### config.mk
export PLATFORM = sky130hd
export DESIGN_NAME = ps2_host_tx
export DESIGN_NICKNAME = d
export VERILOG_FILES = /design/src/rtl/ps2_host_tx.sv
export SDC_FILE = /design/constraint.sdc
export NUM_CORES = 1
export LEC_CHECK = 0
export ABC_CLOCK_PERIOD_IN_PS = 7000
export BUFFER_PORTS_ARGS = -buffer_cell sky130_fd_sc_hd__buf_2
export CORE_MARGIN = 1
export CORE_UTILIZATION = 60
export DETAILED_ROUTE_END_ITERATION = 6
export GPL_ROUTABILITY_DRIVEN = 0
export PLACE_DENSITY = 0.91
export SYNTH_ARGS = -nofsm -noshare
export SYNTH_HDL_FRONTEND = slang
export SYNTH_SLANG_ARGS = --single-unit
### constraint.sdc
create_clock -name CLK -period 7 [get_ports CLK]
set_input_delay 0.7 -clock CLK [delete_from_list [all_inputs] [get_ports CLK]]
set_output_delay 0.7 -clock CLK [all_outputs]
set_load 0.01 [all_outputs]
### src/rtl/ps2_host_tx.sv
// PS/2 host-to-device transmitter: request-to-send, 8 data bits, odd parity, stop, ACK check.
// Optional macro PS2_TX_GLITCH_FILTER_EN requires 8 stable high then 8 stable low cycles per clock fall.
module ps2_host_tx #(
    parameter int unsigned INHIBIT_CYCLES = 5000,
    parameter int unsigned TIMEOUT_CYCLES = 750000,
    parameter int unsigned SYNC_STAGES    = 2
) (
    input  logic       CLK,
    input  logic       RST_N,
    input  logic [7:0] TX_DATA,
    input  logic       TX_START,
    output logic       BUSY,
    output logic       DONE,
    output logic       ERR,
    output logic       RX_INHIBIT,
    input  logic       PS2CLK_IN,
    input  logic       PS2DATA_IN,
    output logic       PS2CLK_OE,
    output logic       PS2DATA_OE
);

    localparam int unsigned MAX_CYCLES = (INHIBIT_CYCLES > TIMEOUT_CYCLES) ? INHIBIT_CYCLES
                                                                          : TIMEOUT_CYCLES;
    localparam int unsigned TW = $clog2(MAX_CYCLES + 1);
    localparam logic [TW-1:0] INHIBIT_LAST = TW'(INHIBIT_CYCLES - 1);
    localparam logic [TW-1:0] TIMEOUT_LAST = TW'(TIMEOUT_CYCLES - 1);

    typedef enum logic [2:0] {
        S_IDLE,
        S_INHIBIT,
        S_REQ,
        S_SEND,
        S_WAIT_ACK,
        S_WAIT_IDLE
    } state_t;

    state_t                 state;
    logic [SYNC_STAGES-1:0] clk_sync;
    logic [SYNC_STAGES-1:0] data_sync;
    logic                   clk_s;
    logic                   data_s;
    logic                   clk_fall;
    logic [8:0]             shift;
    logic [3:0]             bitcnt;
    logic [TW-1:0]          timer;
    logic                   ack_err;
    logic                   busy;
    logic                   done;
    logic                   err;
    logic                   clk_oe;
    logic                   data_oe;

    // Pin synchronizers; idle bus level is high
    always_ff @(posedge CLK or negedge RST_N) begin
        if (!RST_N) begin
            clk_sync  <= '1;
            data_sync <= '1;
        end else begin
            clk_sync  <= {clk_sync[SYNC_STAGES-2:0], PS2CLK_IN};
            data_sync <= {data_sync[SYNC_STAGES-2:0], PS2DATA_IN};
        end
    end

    assign clk_s  = clk_sync[SYNC_STAGES-1];
    assign data_s = data_sync[SYNC_STAGES-1];

`ifdef PS2_TX_GLITCH_FILTER_EN
    logic [14:0] clk_hist;

    always_ff @(posedge CLK or negedge RST_N) begin
        if (!RST_N) clk_hist <= '1;
        else        clk_hist <= {clk_hist[13:0], clk_s};
    end

    // Oldest 8 samples high, newest 8 low: one qualified fall
    assign clk_fall = ({clk_hist, clk_s} == 16'hFF00);
`else
    logic clk_prev;

    always_ff @(posedge CLK or negedge RST_N) begin
        if (!RST_N) clk_prev <= 1'b1;
        else        clk_prev <= clk_s;
    end

    assign clk_fall = clk_prev & ~clk_s;
`endif

    always_ff @(posedge CLK or negedge RST_N) begin
        if (!RST_N) begin
            state   <= S_IDLE;
            shift   <= '0;
            bitcnt  <= '0;
            timer   <= '0;
            ack_err <= 1'b0;
            busy    <= 1'b0;
            done    <= 1'b0;
            err     <= 1'b0;
            clk_oe  <= 1'b0;
            data_oe <= 1'b0;
        end else begin
            done <= 1'b0;
            err  <= 1'b0;
            case (state)
                // A start coinciding with the end-of-frame pulse is dropped
                S_IDLE: begin
                    if (TX_START && !done && !err) begin
                        shift   <= {~^TX_DATA, TX_DATA};
                        bitcnt  <= '0;
                        timer   <= '0;
                        ack_err <= 1'b0;
                        busy    <= 1'b1;
                        clk_oe  <= 1'b1;
                        state   <= S_INHIBIT;
                    end
                end
                S_INHIBIT: begin
                    if (timer == INHIBIT_LAST) begin
                        data_oe <= 1'b1;
                        state   <= S_REQ;
                    end else begin
                        timer <= timer + TW'(1);
                    end
                end
                S_REQ: begin
                    clk_oe <= 1'b0;
                    timer  <= '0;
                    state  <= S_SEND;
                end
                S_SEND, S_WAIT_ACK, S_WAIT_IDLE: begin
                    // Timeout takes priority over any edge seen this cycle
                    if (timer == TIMEOUT_LAST) begin
                        clk_oe  <= 1'b0;
                        data_oe <= 1'b0;
                        busy    <= 1'b0;
                        err     <= 1'b1;
                        state   <= S_IDLE;
                    end else begin
                        timer <= timer + TW'(1);
                        if (state == S_SEND) begin
                            if (clk_fall) begin
                                if (bitcnt == 4'd9) begin
                                    data_oe <= 1'b0;
                                    state   <= S_WAIT_ACK;
                                end else begin
                                    data_oe <= ~shift[0];
                                    shift   <= {1'b0, shift[8:1]};
                                    bitcnt  <= bitcnt + 4'd1;
                                end
                            end
                        end else if (state == S_WAIT_ACK) begin
                            if (clk_fall) begin
                                ack_err <= data_s;
                                state   <= S_WAIT_IDLE;
                            end
                        end else if (clk_s && data_s) begin
                            busy  <= 1'b0;
                            done  <= ~ack_err;
                            err   <= ack_err;
                            state <= S_IDLE;
                        end
                    end
                end
                default: state <= S_IDLE;
            endcase
        end
    end

    assign BUSY       = busy;
    assign DONE       = done;
    assign ERR        = err;
    assign RX_INHIBIT = busy;
    assign PS2CLK_OE  = clk_oe;
    assign PS2DATA_OE = data_oe;

endmodule
; ---- Word-level counts from Yosys, hierarchy flattened
; Index checks and enable logic that the tools add are counted.
[word_totals]
in_bits = 13
register_bits = 47
word_cells = 121
[classes]
n_reduce_logical = 19
addsub = 2
eq_ne = 27
muxes = 56
n_bitwise = 4
[op_table]
columns = cell, n
row1 = 20-bit case mux with 4 select lines, 1
row2 = 20-bit two-way mux, 3
row3 = 9-bit two-way mux, 5
row4 = 3-bit two-way mux, 9
row5 = 1-bit two-way mux, 26
row6 = 20-bit by 1-bit adder with 20-bit output (second input constant), 1
row7 = 20-bit by 13-bit equality test with 1-bit output (second input constant), 1
row8 = 20-bit equality test (second input constant), 1
row9 = 4-bit two-way mux, 5
row10 = 2-bit != test (second input constant), 10
row11 = 9-bit case mux with 2 select lines, 1
row12 = 6-bit AND reduction, 3
row13 = 3-bit != test (second input constant), 5
row14 = 4-bit != test (second input constant), 3
row15 = 3-bit case mux with 4 select lines, 1
row16 = 4-bit case mux with 2 select lines, 1
row17 = 4-bit AND reduction, 2
row18 = 8-bit XNOR reduction, 1
row19 = 3-bit by 2-bit equality test with 1-bit output (second input constant), 2
row20 = 3-bit equality test (second input constant), 2
row21 = 1-bit case mux with 2 select lines, 3
row22 = 5-bit != test (second input constant), 1
row23 = 5-bit AND reduction, 1
row24 = 4-bit by 1-bit adder with 4-bit output (second input constant), 1
row25 = 13 further kinds, 19

; ---- Logic depth before layout (Yosys ltp)
; Gate-level depths: netlist of the first run.
[logic_depth]
word_depth = 7
ltp_mapped = 8

; ---- Worst setup path before layout of the first run
; Ideal clock, no wire load.
[synth_path]
kind = reg-to-reg
from = reg timer[15]
to = reg bitcnt[0]
synth_period_minus_slack_ns = 2.462
setup_time_ns = 0.125
path_buffers = 3
setup_slack_ns = 4.538
arrival_time_ns = 2.336
stages_incl_launch_ff = 9
path_cell_list = dfrtp_1 buf_6 or4_4 or4_4 buf_6 o21ai_4 a21oi_2 buf_6 mux2_4
[synth_via]
elab_chain_cells = 3
[synth_rtl]
columns = item, line_no
row1 = from (decl), 45  ; logic [TW-1:0] timer;
row2 = from (signal assigned), 121  ; timer <= timer + TW'(1);
row3 = from (signal assigned), 138  ; timer <= timer + TW'(1);
row4 = 20-bit equality test, 131  ; if (timer == TIMEOUT_LAST) begin
row5 = 2-bit != test (no line), -
row6 = 6-bit AND reduction (no line), -
row7 = to (signal assigned), 147  ; bitcnt <= bitcnt + 4'd1;
row8 = to (decl), 44  ; logic [3:0] bitcnt;
; Every way passes these cells.
; A chain may end at the register's enable or synchronous reset.

; ---- Final worst setup path of the first run
[layout_path]
from = reg timer[15]
to = reg timer[13]
[layout_via]
elab_chain_cells = 3
elab_cells_between_ends = 5
[layout_rtl]
columns = item, line_no
row1 = 20-bit by 13-bit equality test with 1-bit output or 20-bit equality test (tied branches), "117, 131"
row2 = 2-bit != test (no line), -
row3 = 4-bit AND reduction (no line) (*), -
; Mark *: on every way between the ends. The rest lies on a longest branch, timed or not.

==> impl_metrics.env, run 1 <==
export IMPL_status="finished, violations left"
export IMPL_initialDrtViolationCount=339
export IMPL_chipWidth_um=70.76
export IMPL_ir_worst_vdd_mv=0.1903
export IMPL_worst_slack_ns=4.129
export IMPL_synth_top_area_share_pct=37.05
export IMPL_p_per_area_nw_per_um2=366.0
export IMPL_dp_slack_ns=3.983
export IMPL_synth_ff_type="dfrtp_1"
export IMPL_grt_max_degree=48
export IMPL_rows=24
export IMPL_viasPerCell=6.605
export IMPL_pin_count=19
export IMPL_cts_buffer_depth=2
export IMPL_clk_pin_slew_ns=0.09
export IMPL_worst_ep_required_time_ns=7.16
export IMPL_fmax_mhz=348.3
export IMPL_p_int_mw=0.6571
export IMPL_total_power_mw=1.107
export IMPL_hold_violations=0
export IMPL_post_cts_repair_setup_buffers=0
export IMPL_hold_buffers=0
export IMPL_power_frac_seq_pct=34.8
export IMPL_wl_per_cell_um=16.94
export IMPL_n_fill_cell=327
export IMPL_synthSimpleGateAreaFrac_pct=23.73
export IMPL_drc=2
export IMPL_grtUsageTotal_pct=26.76
export IMPL_rsz0062_at_grt="no"
export IMPL_synth_mux_area_share_pct=6.484
export IMPL_hp_start="clk_sync[0]"
export IMPL_async_reset_ff_share_pct=100.0
export IMPL_drive_gt1_share_pct=15.94
export IMPL_setup_viol=0
export IMPL_synth_xor_area_share_pct=2.161
export IMPL_routed_top_layer="met4"
export IMPL_synth_seq_cells=47
export IMPL_fin_setup_tns_ns=0
export IMPL_firstDrtPassIters=7
export IMPL_yosys_warnings=0
export IMPL_grt_pass1_vias=2227
export IMPL_wl_um=6301
export IMPL_area_growth_pct=6.617
export IMPL_nNetsFinal=337
export IMPL_ant_nets=0
export IMPL_fp_dieH_um=70.76
export IMPL_maxSlewHeadroom_pct=31.71
export IMPL_vias=2457
export IMPL_syn_inst=308
export IMPL_worstSetupPathType="reg -> reg"
export IMPL_post_dp_hpwl_um=4252
export IMPL_diodes=0
export IMPL_post_route_util_pct=68.05
export IMPL_finalClockSkew_ns=0.008827
export IMPL_cap_violations=0
export IMPL_wl_met2_um=3022
export IMPL_htreeDepth=2
export IMPL_synth_cell_type_count=60
export IMPL_grt_pass1_wl_um=10670
export IMPL_synth_top_family_by_area="simple AND/OR/NAND/NOR gates"
export IMPL_synth_seq_area_share_pct=41.69
export IMPL_synth_largest_area_cell="dfrtp_1"
export IMPL_cp_start_kind="flip-flop"
export IMPL_cts_root_buf="clkbuf_8"
export IMPL_clk_latency_ns=0.31
export IMPL_ys_top_cells_by_count="nand2_1 (50), dfrtp_1 (42), o21ai_0 (20), nor2_1 (14)"
export IMPL_worst_setup_path_end_kind="flip-flop"
export IMPL_antenna_found_initial=0
export IMPL_core_um2=4444
export IMPL_fin_crit_ns=2.871
export IMPL_cts_made_buffers=5
export IMPL_arrival_ns=3.03
export IMPL_regToRegStartpoint="timer[15]"
export IMPL_min_path_type="reg -> reg"
export IMPL_cts_resized=0
export IMPL_p_leak_nw=1.259
export IMPL_cts_tree="yes"
export IMPL_synthTopCellsByArea="dfrtp_1 (37%), nand2_1 (6.6%), dfstp_2 (4.6%), mux2_4 (4.2%), o21ai_0 (3.5%)"
export IMPL_wl_met3_um=377
export IMPL_dieArea_um2=5006
export IMPL_slew_violations=0
export IMPL_met1_length_um=2767
export IMPL_violations="DRC"
export IMPL_switchingPower_mw=0.4498
export IMPL_period_share_pct=41.01
export IMPL_cp_startpoint="timer[15]"
export IMPL_synth_area_per_cell_um2=9.209
export IMPL_numPortBuffers=18
export IMPL_grt_overflow=0
export IMPL_yosysMostFrequentCell="nand2_1"
export IMPL_synth_edf_count=0
export IMPL_synth_area_um2=2836
export IMPL_clkSinkCount=47
export IMPL_tightest_slew_ns=1.024
export IMPL_comb_power_share_pct=46.5
export IMPL_initial_core_util_pct=63.82
export IMPL_clkPwrFrac_pct=18.8
export IMPL_synth_compound_gate_area_share_pct=19.45
export IMPL_syn_nets=326
export IMPL_synthAdderAreaFrac_pct=2.206
export IMPL_switching_share_pct=40.64
export IMPL_cp_max_fo=19
[stage by stage]
step | std cells | hold WS [ns] | cell area (um2)
4_1_cts | 372 | 0.3609 | 3024
6_report | 372 | 0.3607 | 3024
5_1_grt | 372 | 0.3640 | 3024
3_5_place_dp | 364 | 0.3472 | 2908
2_1_floorplan | 308 | 0.3452 | 2836
3_3_place_gp | 364 | 0.3462 | 2908
[worst max-delay path: stages (launching register included)]
cell	delay [ns]
dfrtp_1	0.49
or4_4	0.56
nor4_2	0.49
a2111oi_1	0.23
a211oi_4	0.76
o21ai_1	0.19
[path summary, 6_finish.rpt]
kind,cells after the start,end,slack (ns)
setup reg to reg,5,timer[13],4.13
setup / recovery,5,timer[13],4.13
hold reg to reg,0,clk_sync[1],0.36
min in group asynchronous,1,timer[16],0.55
max in group asynchronous,1,timer[10],5.80
hold / removal,0,clk_sync[1],0.36
[layout make-up]
class                      count  area, um2  area share (%)
sequential                    47       1182           39.10
inverter                      10      37.54           1.241
multi-input combinational    237       1533           50.68
timing repair buffer          18      90.09           2.979
clock inverter                 3      47.55           1.572
tap                           52      65.06           2.151
clock buffer                   5      68.82           2.276
[metal layers]
layer / track usage, % / vias up
met3: 4.701 / 22
met1: 38.06 / 1186
met2: 41.77 / 103
met5: 0 / -
met4: 8.889 / 0
li1: - / 1146
[placed cells by master, fill, tap and decap left out, types with 3 or more instances in the layout]
master,Yosys,final
mux2_4,8,8
nor4_1,7,7
and2_1,3,3
buf_2,1,18
inv_1,10,10
o31ai_1,7,7
nand3_1,11,11
ha_1,5,5
nand2b_1,9,9
nor3_1,9,9
or4_1,4,4
o21ai_0,20,20
o21ai_1,6,6
dfrtp_1,42,42
a21oi_1,11,11
nand2_1,50,50
nand4_1,3,3
o22ai_1,7,7
clkbuf_8,0,5
o41ai_1,4,4
dfstp_2,5,5
nor2_1,14,14
o211ai_1,3,3
xnor2_1,6,6
a31oi_1,3,3
nand3b_1,4,4
mux2i_1,3,3
[state kept, by name, indices dropped and copies added, names as in the netlist, 2 cells and up]
register   count
clk_sync       2
state          3
data_sync      2
timer         20
shift          9
bitcnt         4
[power groups by stage]
stage,sequential (mW),combinational [mW],clock (mW)
detailed placement,0.386,0.506,0
global placement,0.384,0.485,0
CTS,0.382,0.509,0.210
finish,0.385,0.514,0.208
floorplan,0.361,0.442,0
global route,0.393,0.565,0.222
[cell families (layout without fill, tap and decap cells)]
logic type                 Yosys count  after routing
DFF                                 47             47
xor gates and xnor gates             7              7
buffers and inverters               24             36
AOI/OAI and AO/OA                   82             82
and+or+nand+nor                    129            129
adders and majority gates            5              5
muxes                               14             14
(Power assumes the default switching activity.)
==> run 2, diff against run 1 <==
Settings changed: ABC_CLOCK_PERIOD_IN_PS 7000 to 2900.
Clock period 7 ns to 2.9 ns, I/O delays scaled along.
==> impl_metrics.env, run 2 (synthesis gave the netlist of run 1 again) <==
export IMPL_cts_root_buf="clkbuf_8"
export IMPL_final_common_cell="nand2_1"
export IMPL_p_leak_nw=1.260
export IMPL_fin_crit_ns=2.578
export IMPL_hold_buffers=0
export IMPL_cp_max_fo=11
export IMPL_p_per_area_nw_per_um2=859.1
export IMPL_clk_latency_ns=0.30
export IMPL_worst_ep_required_time_ns=3.09
export IMPL_firstDrtPassIters=7
export IMPL_drive_gt1_share_pct=16.98
export IMPL_core_um2=4444
export IMPL_final_area_um2=3027
export IMPL_regMostFlops="timer"
export IMPL_fp_dieH_um=70.76
export IMPL_fmax_mhz=387.9
export IMPL_rsz0062_at_grt="no"
export IMPL_violations="DRC"
export IMPL_finalClockSkew_ns=0.006921
export IMPL_numPortBuffers=18
export IMPL_vias=2490
export IMPL_dieArea_um2=5006
export IMPL_diodes=0
export IMPL_post_route_util_pct=68.10
export IMPL_total_power_mw=2.600
export IMPL_ant_nets=0
export IMPL_largest_register_ff_count=20
export IMPL_pin_count=19
export IMPL_grt_most_used_layer="met2"
export IMPL_layout_cells_non_filler=376
export IMPL_post_cts_repair_setup_buffers=0
export IMPL_drc=2
export IMPL_largest_registers="timer x20, shift x9, bitcnt x4"
export IMPL_post_dp_hpwl_um=4500
export IMPL_htreeDepth=2
export IMPL_grt_use_met1_pct=36.95
export IMPL_clkSinkCount=47
export IMPL_ff2ff_setup_slack_ns=0.32
export IMPL_worst_setup_path_end_kind="flip-flop"
export IMPL_post_dp_cell_area_um2=2938
export IMPL_cts_resized=0
export IMPL_cts_tree="yes"
export IMPL_maxSlewHeadroom_pct=33.00
export IMPL_arrival_ns=2.77
export IMPL_status="finished, violations left"
export IMPL_clk_pin_slew_ns=0.08
export IMPL_hold_violations=0
export IMPL_grt_max_degree=48
export IMPL_viasPerCell=6.622
export IMPL_grtUsageTotal_pct=27.92
export IMPL_dp_cells=368
export IMPL_initial_core_util_pct=63.82
export IMPL_ir_worst_vdd_mv=0.5347
export IMPL_initialDrtViolationCount=467
export IMPL_area_growth_pct=6.705
export IMPL_gr_usage_met3_pct=6.268
export IMPL_grt_util_met2_pct=44.66
export IMPL_antenna_found_initial=0
export IMPL_setup_viol=0
export IMPL_cap_violations=0
export IMPL_grt_pass1_vias=2372
export IMPL_wl_um=6393
export IMPL_grt_overflow=0
export IMPL_cts_buffer_depth=2
export IMPL_fin_setup_tns_ns=0
export IMPL_chipWidth_um=70.76
export IMPL_cts_made_buffers=5
export IMPL_wl_per_cell_um=17.00
export IMPL_min_path_type="in -> reg"
export IMPL_tightest_slew_ns=1.005
export IMPL_nNetsFinal=341
export IMPL_final_cell_mix="nand2_1 (50), dfrtp_1 (42), o21ai_0 (20)"
export IMPL_period_share_pct=88.90
export IMPL_grt_pass1_wl_um=10950
export IMPL_cp_start_kind="flip-flop"
export IMPL_slew_violations=0
export IMPL_rows=24
export IMPL_worstSetupPathType="reg -> reg"
==> run 2: cell count changes in the layout (fill, tap and decap cells not counted) <==
cell        previous run  this run
clkinv_4               1         0
clkinv_2               0         1
clkinvlp_4             0         2
inv_6                  1         0
bufinv_16              1         0
buf_4                  0         4
==> run 2: final timing paths <==
check,startpoint,endpoint,cells after the start
min in group asynchronous,RST_N,timer[14],1
worst min register to register,clk_sync[0],clk_sync[1],0
worst max register to register,timer[15],shift[5],6
worst min-delay path,PS2DATA_IN,data_sync[0],1
max in group asynchronous,RST_N,timer[12],1
worst max-delay path,timer[15],shift[5],6
==> run 2: report_power, final <==
group	total (mW)	switching, mW	internal, mW
combinational	1.28	0.709	0.576
clock	0.393	0.225	0.168
sequential	0.922	0.137	0.786
==> run 2: routing by layer <==
metal  vias up  share of wire, %
met3        20               7.0
met4         0               1.8
li1       1158                 -
met1      1176                43
met5         -                 0
met2       136                48
==> run 2: critical path, cell delays in order (launching register included) <==
cell     delay, ns
dfrtp_1       0.47
or4_4         0.55
or4_4         0.57
o21ai_4       0.25
a21oi_2       0.09
buf_4         0.22
mux2_4        0.31
==> run 2: through the flow <==
step | hold WS [ns] | setup slack [ns]
after floorplan | -0.005591 | 0.4384
after global placement | 0.3471 | 0.4069
after detailed placement | 0.3475 | 0.3602
after CTS | 0.06801 | 0.3420
after global routing | 0.05906 | 0.1899
final | 0.07901 | 0.3220
==> run 2: area by class of cell <==
class	instances	area (um2)
clock buffers	5	68.82
well taps	52	65.06
fillers	335	1418
inverters	10	37.54
repair buffers	22	120.1
multi-input cells	237	1533
clock inverters	3	20.02
flip-flops and latches	47	1182
==> run 3, diff against run 2 <==
Settings changed: ABC_CLOCK_PERIOD_IN_PS 2900 to default.
Clock period 2.9 ns to 2.4 ns, I/O delays scaled along.
==> impl_metrics.env, run 3 (synthesis gave the netlist of run 1 again) <==
export IMPL_initialDrtViolationCount=387
export IMPL_dp_slack_ns=-0.06592
export IMPL_hold_violations=0
export IMPL_initial_core_util_pct=63.82
export IMPL_regMostFlops="timer"
export IMPL_numPortBuffers=18
export IMPL_core_um2=4444
export IMPL_wl_um=7528
export IMPL_cp_max_fo=10
export IMPL_ant_nets=0
export IMPL_n_fill_cell=272
export IMPL_dieArea_um2=5006
export IMPL_cts_buffer_depth=2
export IMPL_fin_crit_ns=2.393
export IMPL_grt_overflow=0
export IMPL_fin_setup_tns_ns=0
export IMPL_fp_dieH_um=70.76
export IMPL_maxSlewHeadroom_pct=59.49
export IMPL_vias=2729
export IMPL_layout_cells_non_filler=406
export IMPL_cp_top_family="simple AND/OR/NAND/NOR gates"
export IMPL_cap_violations=0
export IMPL_largest_register_ff_count=20
export IMPL_clkSinkCount=47
export IMPL_worst_slack_ns=0.007172
export IMPL_viasPerCell=6.722
export IMPL_nNetsFinal=371
export IMPL_htreeDepth=2
export IMPL_total_power_mw=3.619
export IMPL_timing_critical_path_mode_cell="buf_4"
export IMPL_drive_gt1_share_pct=24.58
export IMPL_period_share_pct=99.70
export IMPL_setup_viol=0
export IMPL_worstSetupPathType="reg -> reg"
export IMPL_arrival_ns=2.58
export IMPL_ir_worst_vdd_mv=0.6215
export IMPL_fmax_mhz=417.9
export IMPL_cp_start_kind="flip-flop"
export IMPL_rows=24
export IMPL_wl_per_cell_um=18.54
export IMPL_grt_pass1_vias=2678
export IMPL_min_path_type="in -> reg"
export IMPL_chipWidth_um=70.76
export IMPL_slowest_stage="or4_1"
export IMPL_drc=4
export IMPL_pin_count=19
export IMPL_final_cell_mix="nand2_1 (50), dfrtp_1 (42), buf_4 (33)"
export IMPL_area_growth_pct=17.51
export IMPL_cts_root_buf="clkbuf_8"
export IMPL_largest_registers="timer x20, shift x9, bitcnt x4"
export IMPL_cp_slowest_stage_delay_ns=0.62
export IMPL_p_per_area_nw_per_um2=1086
export IMPL_firstDrtPassIters=7
export IMPL_crit_buf_inv=2
export IMPL_worstPathCellList="or4_1 > nor4_1 > a2111oi_1 > buf_4 > a211oi_4 > buf_4 > o31ai_1"
export IMPL_final_common_cell="nand2_1"
export IMPL_cts_tree="yes"
export IMPL_p_leak_nw=1.437
export IMPL_clk_pin_slew_ns=0.09
export IMPL_cts_made_buffers=5
export IMPL_grtUsageTotal_pct=32.46
export IMPL_diodes=0
export IMPL_finalClockSkew_ns=0.006629
export IMPL_slew_violations=0
export IMPL_status="finished, violations left"
export IMPL_worst_setup_path_end_kind="flip-flop"
export IMPL_antenna_found_initial=0
export IMPL_ff2ff_setup_slack_ns=0.007
export IMPL_grt_pass1_wl_um=12650
export IMPL_post_dp_hpwl_um=5055
export IMPL_dp_cells=395
export IMPL_worst_ep_required_time_ns=2.59
export IMPL_grt_max_degree=32
export IMPL_post_route_util_pct=75.00
export IMPL_tightest_slew_ns=0.6076
export IMPL_violations="DRC"
export IMPL_clk_latency_ns=0.31
## run 3: area by class of cell
cell class | instances | area [um2] | share of cell area, %
Multi-Input combinational cell | 237 | 1564 | 46.92
Sequential cell | 47 | 1182 | 35.47
Timing Repair Buffer | 52 | 347.8 | 10.44
Clock buffer | 5 | 68.82 | 2.065
Clock inverter | 3 | 67.56 | 2.027
Tap cell | 52 | 65.06 | 1.952
Inverter | 10 | 37.54 | 1.126
## run 3: path summary, 6_finish.rpt
path,from,to,cells after the start
min in group asynchronous,RST_N,timer[5],2
setup / recovery,timer[17],timer[5],7
hold reg to reg,clk_sync[0],clk_sync[1],0
hold / removal,PS2DATA_IN,data_sync[0],1
max in group asynchronous,RST_N,clk_prev,3
setup reg to reg,timer[17],timer[5],7
## run 3: per-layer routing
| metal | GRT usage [%] | wire (um) |
|---|---|---|
| met1 | 42.72 | 3039 |
| met2 | 52.46 | 3678 |
| met3 | 6.410 | 625 |
| met4 | 14.22 | 185 |
| met5 | 0 | 0 |
## run 3: what timing repair did
action / CTS / global route
hold buffers: 1 / 0
resized for setup: 1 / 4
setup buffers: 0 / 2
hold endpoints to repair: 16 / 0
setup endpoints to repair: 9 / 18
## run 3: where the power goes
| part | leakage [nW] | switching [mW] | internal (mW) | total, mW |
|---|---|---|---|---|
| clock network | 0.0644 | 0.279 | 0.415 | 0.695 |
| registers | 0.602 | 0.144 | 0.950 | 1.09 |
| logic | 0.770 | 1.01 | 0.823 | 1.83 |
## run 3: through the flow
stage	area (um2)	hold slack (ns)
2_1_floorplan	2836	-0.05559
3_3_place_gp	3141	0.1748
3_5_place_dp	3141	0.1795
4_1_cts	3294	0.01588
5_1_grt	3333	0.006770
6_report	3333	0.02002
